$ cat src/rtl/isa_io_bridge.sv
// isa_io_bridge: Avalon-MM slave to ISA I/O-cycle master. It has programmable setup/strobe/hold
// timing, 16-to-8-bit cycle splitting, ISA reset sequencing and edge-latched IRQ inputs.
// Define ISA_BRIDGE_IOCHRDY_EN to enable IOCHRDY wait states, the ready timeout and timeout_err.
module isa_io_bridge #(
  parameter int unsigned ADDR_W      = 16,
  parameter int unsigned NUM_IRQ     = 4,
  parameter int unsigned SETUP_CYC   = 2,
  parameter int unsigned STROBE_CYC  = 6,
  parameter int unsigned HOLD_CYC    = 2,
  parameter int unsigned RDY_TIMEOUT = 255,
  parameter int unsigned RESET_CYC   = 16
) (
  input  logic               clk,
  input  logic               reset,
  input  logic [ADDR_W-1:0]  avs_address,
  input  logic               avs_read,
  input  logic               avs_write,
  input  logic [1:0]         avs_byteenable,
  input  logic [15:0]        avs_writedata,
  output logic [15:0]        avs_readdata,
  output logic               avs_waitrequest,
  output logic [ADDR_W-1:0]  isa_address,
  output logic               isa_aen,
  output logic [15:0]        isa_data_o,
  input  logic [15:0]        isa_data_i,
  output logic               isa_data_oe,
  output logic               isa_ior_n,
  output logic               isa_iow_n,
  input  logic               isa_iochrdy,
  input  logic               isa_iocs16_n,
  output logic               isa_reset,
  input  logic [NUM_IRQ-1:0] isa_irq,
  output logic [NUM_IRQ-1:0] irq_pending,
  input  logic [NUM_IRQ-1:0] irq_clear,
  output logic               timeout_err,
  input  logic               timeout_clear
);

  localparam int unsigned CNT_W = 16;

  typedef enum logic [2:0] {
    S_IDLE, S_SETUP, S_STROBE, S_WAIT_RDY, S_HOLD, S_DONE
  } state_t;

  state_t             state, state_d;
  logic [CNT_W-1:0]   cnt, cnt_d;
  logic [CNT_W-1:0]   rst_cnt;
  logic [15:0]        rdata, rdata_d, lane_src_c;
  logic [ADDR_W-1:0]  addr_d;
  logic [15:0]        dout_d;
  logic               wr, wr_d, hi, hi_d, pair, pair_d, wide, wide_d, more, more_d;
  logic               capture_c, fill_c, tmo_set_c, bus_c, strb_c;
  logic [NUM_IRQ-1:0] irq_s1, irq_s2, irq_s3;
  logic               rdy_sync;

`ifdef ISA_BRIDGE_IOCHRDY_EN
  logic rdy_s1;

  // IOCHRDY synchroniser; idles ready
  always_ff @(posedge clk or posedge reset) begin
    if (reset) begin
      rdy_s1   <= 1'b1;
      rdy_sync <= 1'b1;
    end else begin
      rdy_s1   <= isa_iochrdy;
      rdy_sync <= rdy_s1;
    end
  end

  // Sticky timeout flag; a new timeout beats a simultaneous clear
  always_ff @(posedge clk or posedge reset) begin
    if (reset)              timeout_err <= 1'b0;
    else if (tmo_set_c)     timeout_err <= 1'b1;
    else if (timeout_clear) timeout_err <= 1'b0;
  end
`else
  logic unused_ok;
  assign rdy_sync    = 1'b1;
  assign timeout_err = 1'b0;
  assign unused_ok   = &{1'b0, isa_iochrdy, timeout_clear, rdy_sync};
`endif

  // Next-state, transaction bookkeeping and read-lane capture
  always_comb begin
    state_d   = state;
    cnt_d     = cnt;
    wr_d      = wr;
    hi_d      = hi;
    pair_d    = pair;
    wide_d    = wide;
    more_d    = more;
    rdata_d   = rdata;
    addr_d    = isa_address;
    dout_d    = isa_data_o;
    capture_c = 1'b0;
    fill_c    = 1'b0;
    tmo_set_c = 1'b0;
    case (state)
      S_IDLE: begin
        if (!isa_reset && (avs_read || avs_write)) begin
          wr_d    = avs_write;
          pair_d  = (avs_byteenable == 2'b11);
          hi_d    = (avs_byteenable == 2'b10);
          wide_d  = 1'b0;
          more_d  = 1'b0;
          rdata_d = '0;
          cnt_d   = '0;
          addr_d  = avs_address + ADDR_W'(hi_d);
          dout_d  = hi_d ? {8'h00, avs_writedata[15:8]} : avs_writedata;
          state_d = (avs_byteenable == 2'b00) ? S_DONE : S_SETUP;
        end
      end
      S_SETUP: begin
        if (cnt == CNT_W'(SETUP_CYC - 1)) begin
          cnt_d   = '0;
          state_d = S_STROBE;
          if (pair && !hi) begin
            wide_d = !isa_iocs16_n;
            more_d = isa_iocs16_n;
          end
        end else begin
          cnt_d = cnt + CNT_W'(1);
        end
      end
      S_STROBE: begin
        if (cnt == CNT_W'(STROBE_CYC - 1)) begin
          cnt_d = '0;
          if (!rdy_sync) begin
            state_d = S_WAIT_RDY;
          end else begin
            capture_c = 1'b1;
            state_d   = S_HOLD;
          end
        end else begin
          cnt_d = cnt + CNT_W'(1);
        end
      end
`ifdef ISA_BRIDGE_IOCHRDY_EN
      S_WAIT_RDY: begin
        if (rdy_sync) begin
          capture_c = 1'b1;
          cnt_d     = '0;
          state_d   = S_HOLD;
        end else if (cnt == CNT_W'(RDY_TIMEOUT - 1)) begin
          fill_c    = 1'b1;
          tmo_set_c = 1'b1;
          cnt_d     = '0;
          state_d   = S_HOLD;
        end else begin
          cnt_d = cnt + CNT_W'(1);
        end
      end
`endif
      S_HOLD: begin
        if (cnt == CNT_W'(HOLD_CYC - 1)) begin
          cnt_d = '0;
          if (more) begin
            more_d  = 1'b0;
            hi_d    = 1'b1;
            addr_d  = isa_address + ADDR_W'(1);
            dout_d  = {8'h00, isa_data_o[15:8]};
            state_d = S_SETUP;
          end else begin
            state_d = S_DONE;
          end
        end else begin
          cnt_d = cnt + CNT_W'(1);
        end
      end
      S_DONE:  state_d = S_IDLE;
      default: state_d = S_IDLE;
    endcase
    lane_src_c = fill_c ? 16'hFFFF : isa_data_i;
    if ((capture_c || fill_c) && !wr) begin
      if (wide)    rdata_d       = lane_src_c;
      else if (hi) rdata_d[15:8] = lane_src_c[7:0];
      else         rdata_d[7:0]  = lane_src_c[7:0];
    end
    bus_c  = (state_d == S_SETUP) || (state_d == S_STROBE) ||
             (state_d == S_WAIT_RDY) || (state_d == S_HOLD);
    strb_c = (state_d == S_STROBE) || (state_d == S_WAIT_RDY);
  end

  // State, bookkeeping and registered bus outputs
  always_ff @(posedge clk or posedge reset) begin
    if (reset) begin
      state           <= S_IDLE;
      cnt             <= '0;
      wr              <= 1'b0;
      hi              <= 1'b0;
      pair            <= 1'b0;
      wide            <= 1'b0;
      more            <= 1'b0;
      rdata           <= '0;
      avs_readdata    <= '0;
      avs_waitrequest <= 1'b1;
      isa_address     <= '0;
      isa_aen         <= 1'b1;
      isa_data_o      <= '0;
      isa_data_oe     <= 1'b0;
      isa_ior_n       <= 1'b1;
      isa_iow_n       <= 1'b1;
    end else begin
      state           <= state_d;
      cnt             <= cnt_d;
      wr              <= wr_d;
      hi              <= hi_d;
      pair            <= pair_d;
      wide            <= wide_d;
      more            <= more_d;
      rdata           <= rdata_d;
      if (state_d == S_DONE) avs_readdata <= rdata_d;
      avs_waitrequest <= (state_d != S_DONE);
      isa_address     <= addr_d;
      isa_aen         <= !bus_c;
      isa_data_o      <= dout_d;
      isa_data_oe     <= bus_c && wr_d;
      isa_ior_n       <= !(strb_c && !wr_d);
      isa_iow_n       <= !(strb_c && wr_d);
    end
  end

  // ISA RESET DRV held for RESET_CYC cycles after reset release
  always_ff @(posedge clk or posedge reset) begin
    if (reset) begin
      rst_cnt   <= CNT_W'(RESET_CYC);
      isa_reset <= 1'b1;
    end else begin
      if (rst_cnt != '0) rst_cnt <= rst_cnt - CNT_W'(1);
      isa_reset <= (rst_cnt > CNT_W'(1));
    end
  end

  // IRQ synchronisers and rising-edge latches; a new edge beats a simultaneous clear
  always_ff @(posedge clk or posedge reset) begin
    if (reset) begin
      irq_s1      <= '0;
      irq_s2      <= '0;
      irq_s3      <= '0;
      irq_pending <= '0;
    end else begin
      irq_s1      <= isa_irq;
      irq_s2      <= irq_s1;
      irq_s3      <= irq_s2;
      irq_pending <= (irq_pending & ~irq_clear) | (irq_s2 & ~irq_s3);
    end
  end

endmodule
$ cat config.mk
export PLATFORM = sky130hd
export DESIGN_NAME = isa_io_bridge
export DESIGN_NICKNAME = d
export VERILOG_FILES = /design/src/rtl/isa_io_bridge.sv
export SDC_FILE = /design/constraint.sdc
export NUM_CORES = 1
export LEC_CHECK = 0
export ABC_AREA = 1
export CAP_MARGIN = 20
export CORE_ASPECT_RATIO = 1.25
export CORE_UTILIZATION = 48
export DETAILED_ROUTE_END_ITERATION = 16
export GPL_ROUTABILITY_DRIVEN = 0
export PLACE_DENSITY = 0.77
export SETUP_SLACK_MARGIN = 0.02
export SYNTH_ARGS = -nofsm -noshare
export SYNTH_HDL_FRONTEND = slang
export SYNTH_SLANG_ARGS = --single-unit
$ cat constraint.sdc
create_clock -name clk -period 4.9 [get_ports clk]
set_clock_uncertainty 0.15 [all_clocks]
set_input_delay 1.47 -clock clk [delete_from_list [all_inputs] [get_ports clk]]
set_output_delay 1.47 -clock clk [all_outputs]
set_load 0.01 [all_outputs]
# Word level (Yosys, flattened, before mapping)
# Cells that the tools add are included.
[totals] reg_bits=126 in_bits=65 out_inout_bits=59 wordCells=124
[classes] n_addsub=4 n_lt_le_gt_ge=1 eq_ne=18 n_mux=42 n_bitwise=5 reduce_logical=32
[op_table] op="two-way mux 16 bit" n=14
[op_table] op="case mux 16 bit (2 select lines)" n=2
[op_table] op="case mux 16 bit (3 select lines)" n=1
[op_table] op="adder 16 x 1 -> 16 bit (second input constant)" n=2
[op_table] op="two-way mux 3 bit" n=6
[op_table] op="adder 16 x 1 -> 16 bit" n=1
[op_table] op="equality test 16 x 1 -> 1 bit (second input constant)" n=1
[op_table] op="equality test 16 x 3 -> 1 bit (second input constant)" n=1
[op_table] op="> comparator 16 x 1 -> 1 bit (second input constant)" n=1
[op_table] op="two-way mux 8 bit" n=2
[op_table] op="nonzero test 16 bit" n=1
[op_table] op="subtractor 16 x 1 -> 16 bit (second input constant)" n=1
[op_table] op="two-way mux 1 bit" n=13
[op_table] op="case mux 3 bit (4 select lines)" n=1
[op_table] op="!= test 2 bit (second input constant)" n=5
[op_table] op="equality test 3 x 2 -> 1 bit (second input constant)" n=3
[op_table] op="equality test 3 bit (second input constant)" n=3
[op_table] op="AND 4 bit" n=2
[op_table] op="zero test 1 bit" n=8
[op_table] op="inverter 4 bit" n=2
[op_table] op="AND reduction 4 bit" n=2
[op_table] op="equality test 3 x 1 -> 1 bit (second input constant)" n=2
[op_table] op="logical AND 1 bit" n=6
[op_table] op="nonzero test 3 bit" n=2
[op_table] op="other kinds (12)" n=20

# Longest topological paths before layout
[depth] ltp_word=9 ltp_mapped=15 mapped_depth_nobuf=14

# Worst setup path after synthesis
# OpenSTA, ideal clock, no wires.
[synth_timing] kind="in2reg" startpoint="input avs_byteenable[1]" endpoint="register isa_address[12]" setup_ps=126 arrival_ps=3136 t_required_ps=4624 slack_ps=1488 stages=14 path_buffers=1 path_cell_list="inv_1 nor2_1 buf_2 ha_1 ha_1 nand2_1 nor2_1 nand3_1 nand2_1 inv_1 o21ai_0 nand2_1 nand2_1 o21ai_0"
[synth_between] elab_chain_len=4
[synth_lines] item="start: declaration" line="18" source="input logic [1:0] avs_byteenable,"
[synth_lines] item="equality test 2 bit" line="103" source="hi_d = (avs_byteenable == 2'b10);"
[synth_lines] item="adder 16 x 1 -> 16 bit" line="108" source="addr_d = avs_address + ADDR_W'(hi_d);"
[synth_lines] item="two-way mux 16 bit" line="100" source="if (!isa_reset && (avs_read || avs_write)) begin"
[synth_lines] item="case mux 16 bit (2 select lines)" line="98" source="case (state)"
[synth_lines] item="end signal: assignment" line="214" source="isa_address <= addr_d;"
[synth_lines] item="end: declaration" line="22" source="output logic [ADDR_W-1:0] isa_address,"
# Every way passes these cells. The select of a mux whose other input is x is not followed.
# A chain may end at the register's enable or synchronous reset.

# Worst setup path after layout
# Same ends and word-level chain as after synthesis.

==> metrics.md <==
| Metric | Value |
|---|---|
| Final Max Tran Viols | 0 |
| DRC | 0 |
| CTS tree | built |
| Synthesized net count | 934 |
| Fin Setup TNS | 0 ns |
| Async SR Flop Fraction | 100% |
| Top_reg_cell synth | dfrtp_1 |
| Min-Delay Endpoint | irq_s2[3] |
| Number of flops mapped to enable cells by yosys | 0 |
| Fill count | 1125 |
| CTS resizes | 0 |
| Final setup fails | 0 |
| Peak Freq | 274 MHz |
| Critical path data required time | 5.03 ns |
| Total Wirelength | 15500 um |
| Placed inst area | 0.00795 mm2 |
| Crit Path Class | input pin to flop |
| Root Buffer | clkbuf_16 |
| Initial antenna violation count | 0 |
| FP Rows | 47 |
| I/O Buffers | 120 |
| Largest net degree at the start of global routing | 127 |
| Nets | 1057 |
| Clk_lat worst skew | 0.42 ns |
| Fin crit period | 3.65 ns |
| CORE AREA | 0.0133 mm2 |
| Most used cell, CP | nand2_1 |
| Worst vdd rail ir drop | 335 uV |
| H-tree levels | 4 |
| RR Startpoint | state[0] |
| Setup crit start kind | input pin |
| CTS max path bufs | 2 |
| Via/cell ratio | 5.10 |
| HP Class | flop to flop |
| Data arrival, critical path | 3.78 ns |
| Cell count after synthesis | 862 |
| Pwr dens | 490 mW/mm2 |
| Postcts setup bufs | 0 |
| Layout cells sized above 1 | 7.21% |
| Synthesized cell area | 0.00661 mm2 |
| Dpl hpwl | 10900 um |
| Synth cell types | 45 |
| Antenna viol nets, final | 0 |
| Area Growth Syn to Fin | 28.9% |
| Seq/Total Area, Yosys | 47.8% |
| FF-to-FF setup slack | 2.28 ns |
| Routed len/inst | 13.3 um |
| Gr ovfl total | 0 |
| Worst reg2reg path depth | 11 |
| Clock Pin Slew Worst Setup and Hold Paths | 0.06 ns |
| Final instance area | 0.00852 mm2 |
| Final hold violation count | 0 |
| Design Power | 4.17 mW |
| Crit path max-delay family | simple AND/OR/NAND/NOR gates |
| Period utilisation layout | 74.4% |
| Starting Density | 49.5% |
| Max Cap Violations | 0 |
| RSZ-0062 raised after global routing | no |
| Fin worst setup slack | 1.25 ns |
| DIE HEIGHT | 133 um |
| Die area | 0.0143 mm2 |
| Routed via count | 5957 |
| Status | finished clean |
| Width of the die | 107 um |
| Leakage power | 4.15 nW |
| Worst relative slew slack | 50.8% |
| First-pass GRT wire length | 26300 um |
| Avg Cell Area, Syn | 7.67 um2 |
| Worst hold slack | 0.196 ns |
| CP Cell Sequence | clkdlybuf4s50_1 -> inv_1 -> nor2_1 -> buf_4 -> ha_1 -> ha_1 -> nand2_1 -> nor2_1 -> nand3_1 -> nand2_1 -> inv_1 -> o21ai_0 -> nand2_1 -> nand2_1 -> o21ai_0 |
| GR Util All Layers | 23.2% |
| Critical Path Sink Type | flop |
| CP max-delay cell | clkdlybuf4s50_1 |
| FF+latch count, synth | 126 |
| Vias in the first global route | 5728 |
| CTS Hold Bufs | 0 |
| DR iter-0 viols | 383 |
| Worst Path Max Fanout | 18 |
| Inserted Clock Buffers | 17 |
| Worst Max-Slew Pin Slew | 0.735 ns |
| Synthesis warning total | 0 |
| First drt pass iteration count | 5 |
| Top Ports | 124 |
| Sink Count | 126 |
| Worst path bufs/invs | 4 |
| Antenna Cells | 0 |
| Crit Reg-Reg Endpoint | avs_readdata[9] |
| Largest stage delay, worst path | 0.49 ns |
| Hold path startpoint | irq_s1[3] |
| WHS Path Cells | 0 |
| Worst slack, placed | 0.844 ns |
worst max-delay path by stage:
stage                                  from              end  depth (start not counted)
after CTS                 avs_byteenable[1]  isa_address[12]                         15
final                     avs_byteenable[1]  isa_address[12]                         15
after global placement    avs_byteenable[1]  isa_address[12]                         15
after detailed placement  avs_byteenable[1]  isa_address[12]                         15
after global routing      avs_byteenable[1]  isa_address[12]                         15
after floorplan           avs_byteenable[1]  isa_address[12]                         14
sequential cells by signal, indices dropped and copies added, names as in the netlist:
signal and cells:
more 1, cnt 16, rdata 16, irq_s2 4
isa_iow_n 1, wide 1, state 3, avs_readdata 16
irq_pending 4, rst_cnt 16, avs_waitrequest 1, irq_s1 4
isa_ior_n 1, pair 1, isa_address 16, isa_data_o 16
wr 1, isa_reset 1, hi 1, irq_s3 4
isa_aen 1, isa_data_oe 1
final cells by class:
| class | count | area (um2) | area share (%) |
|---|---|---|---|
| flip-flops and latches | 126 | 3160 | 37.1 |
| multi-input cells | 615 | 2950 | 34.6 |
| repair buffers | 123 | 1240 | 14.5 |
| clock buffers | 18 | 429 | 5.03 |
| inverters | 102 | 389 | 4.56 |
| well taps | 171 | 214 | 2.51 |
| clock inverters | 14 | 149 | 1.75 |
cell usage after synthesis (all sizes together), types with 4 or more instances:
library cell,number,area [um2]
dfstp,6,158
dfrtp,120,3000
nor3,16,91.3
xnor2,7,61.3
nand2,278,1080
nand3,53,298
a21oi,19,95.1
o21bai,4,30.0
xor2,11,96.3
o21ai,79,399
o22ai,10,62.6
nand4,17,106
ha,7,87.6
buf,18,115
inv,101,382
nor2,87,360
and2,6,37.5
o211ai,5,37.5
layout by cell type, fill, tap and decap left out, types with 11 or more instances in the layout:
master / n
a21oi_1: 19
clkbuf_16: 17
clkdlybuf4s50_1: 120
dfrtp_1: 120
inv_1: 96
nand2_1: 267
nand3_1: 48
nand4_1: 17
nor2_1: 81
nor3_1: 15
o21ai_0: 77
xor2_1: 11
layer usage:
metal / vias up / track usage, % / wire length, um
met5: - / 0 / 0
li1: 3010 / - / -
met3: 29 / 5.23 / 834
met1: 2748 / 29.2 / 6590
met4: 0 / 8.98 / 324
met2: 170 / 38.7 / 7780
metrics by stage:
| stage | cells | util [%] |
|---|---|---|
| after global placement | 1137 | 59.5 |
| after detailed placement | 1137 | 59.5 |
| after global routing | 1169 | 63.9 |
| final | 1169 | 63.9 |
| after CTS | 1169 | 63.9 |
| after floorplan | 862 | - |
power breakdown:
group	switching, mW	internal, mW
Sequential	0.189	1.26
Clock	0.504	0.717
Combinational	0.913	0.591
Total	1.61	2.57
kinds of logic after synthesis:
group / after synthesis / synth area share (%)
AO/OA/AOI/OAI: 126 / 10.4
XOR/XNOR: 18 / 2.38
adder cells (fa/ha/maj): 7 / 1.32
buffers and inverters: 121 / 7.63
flip-flops: 126 / 47.8
other: 1 / 0.0567
AND/OR/NAND/NOR: 463 / 30.4
(Power assumes the default switching activity.)
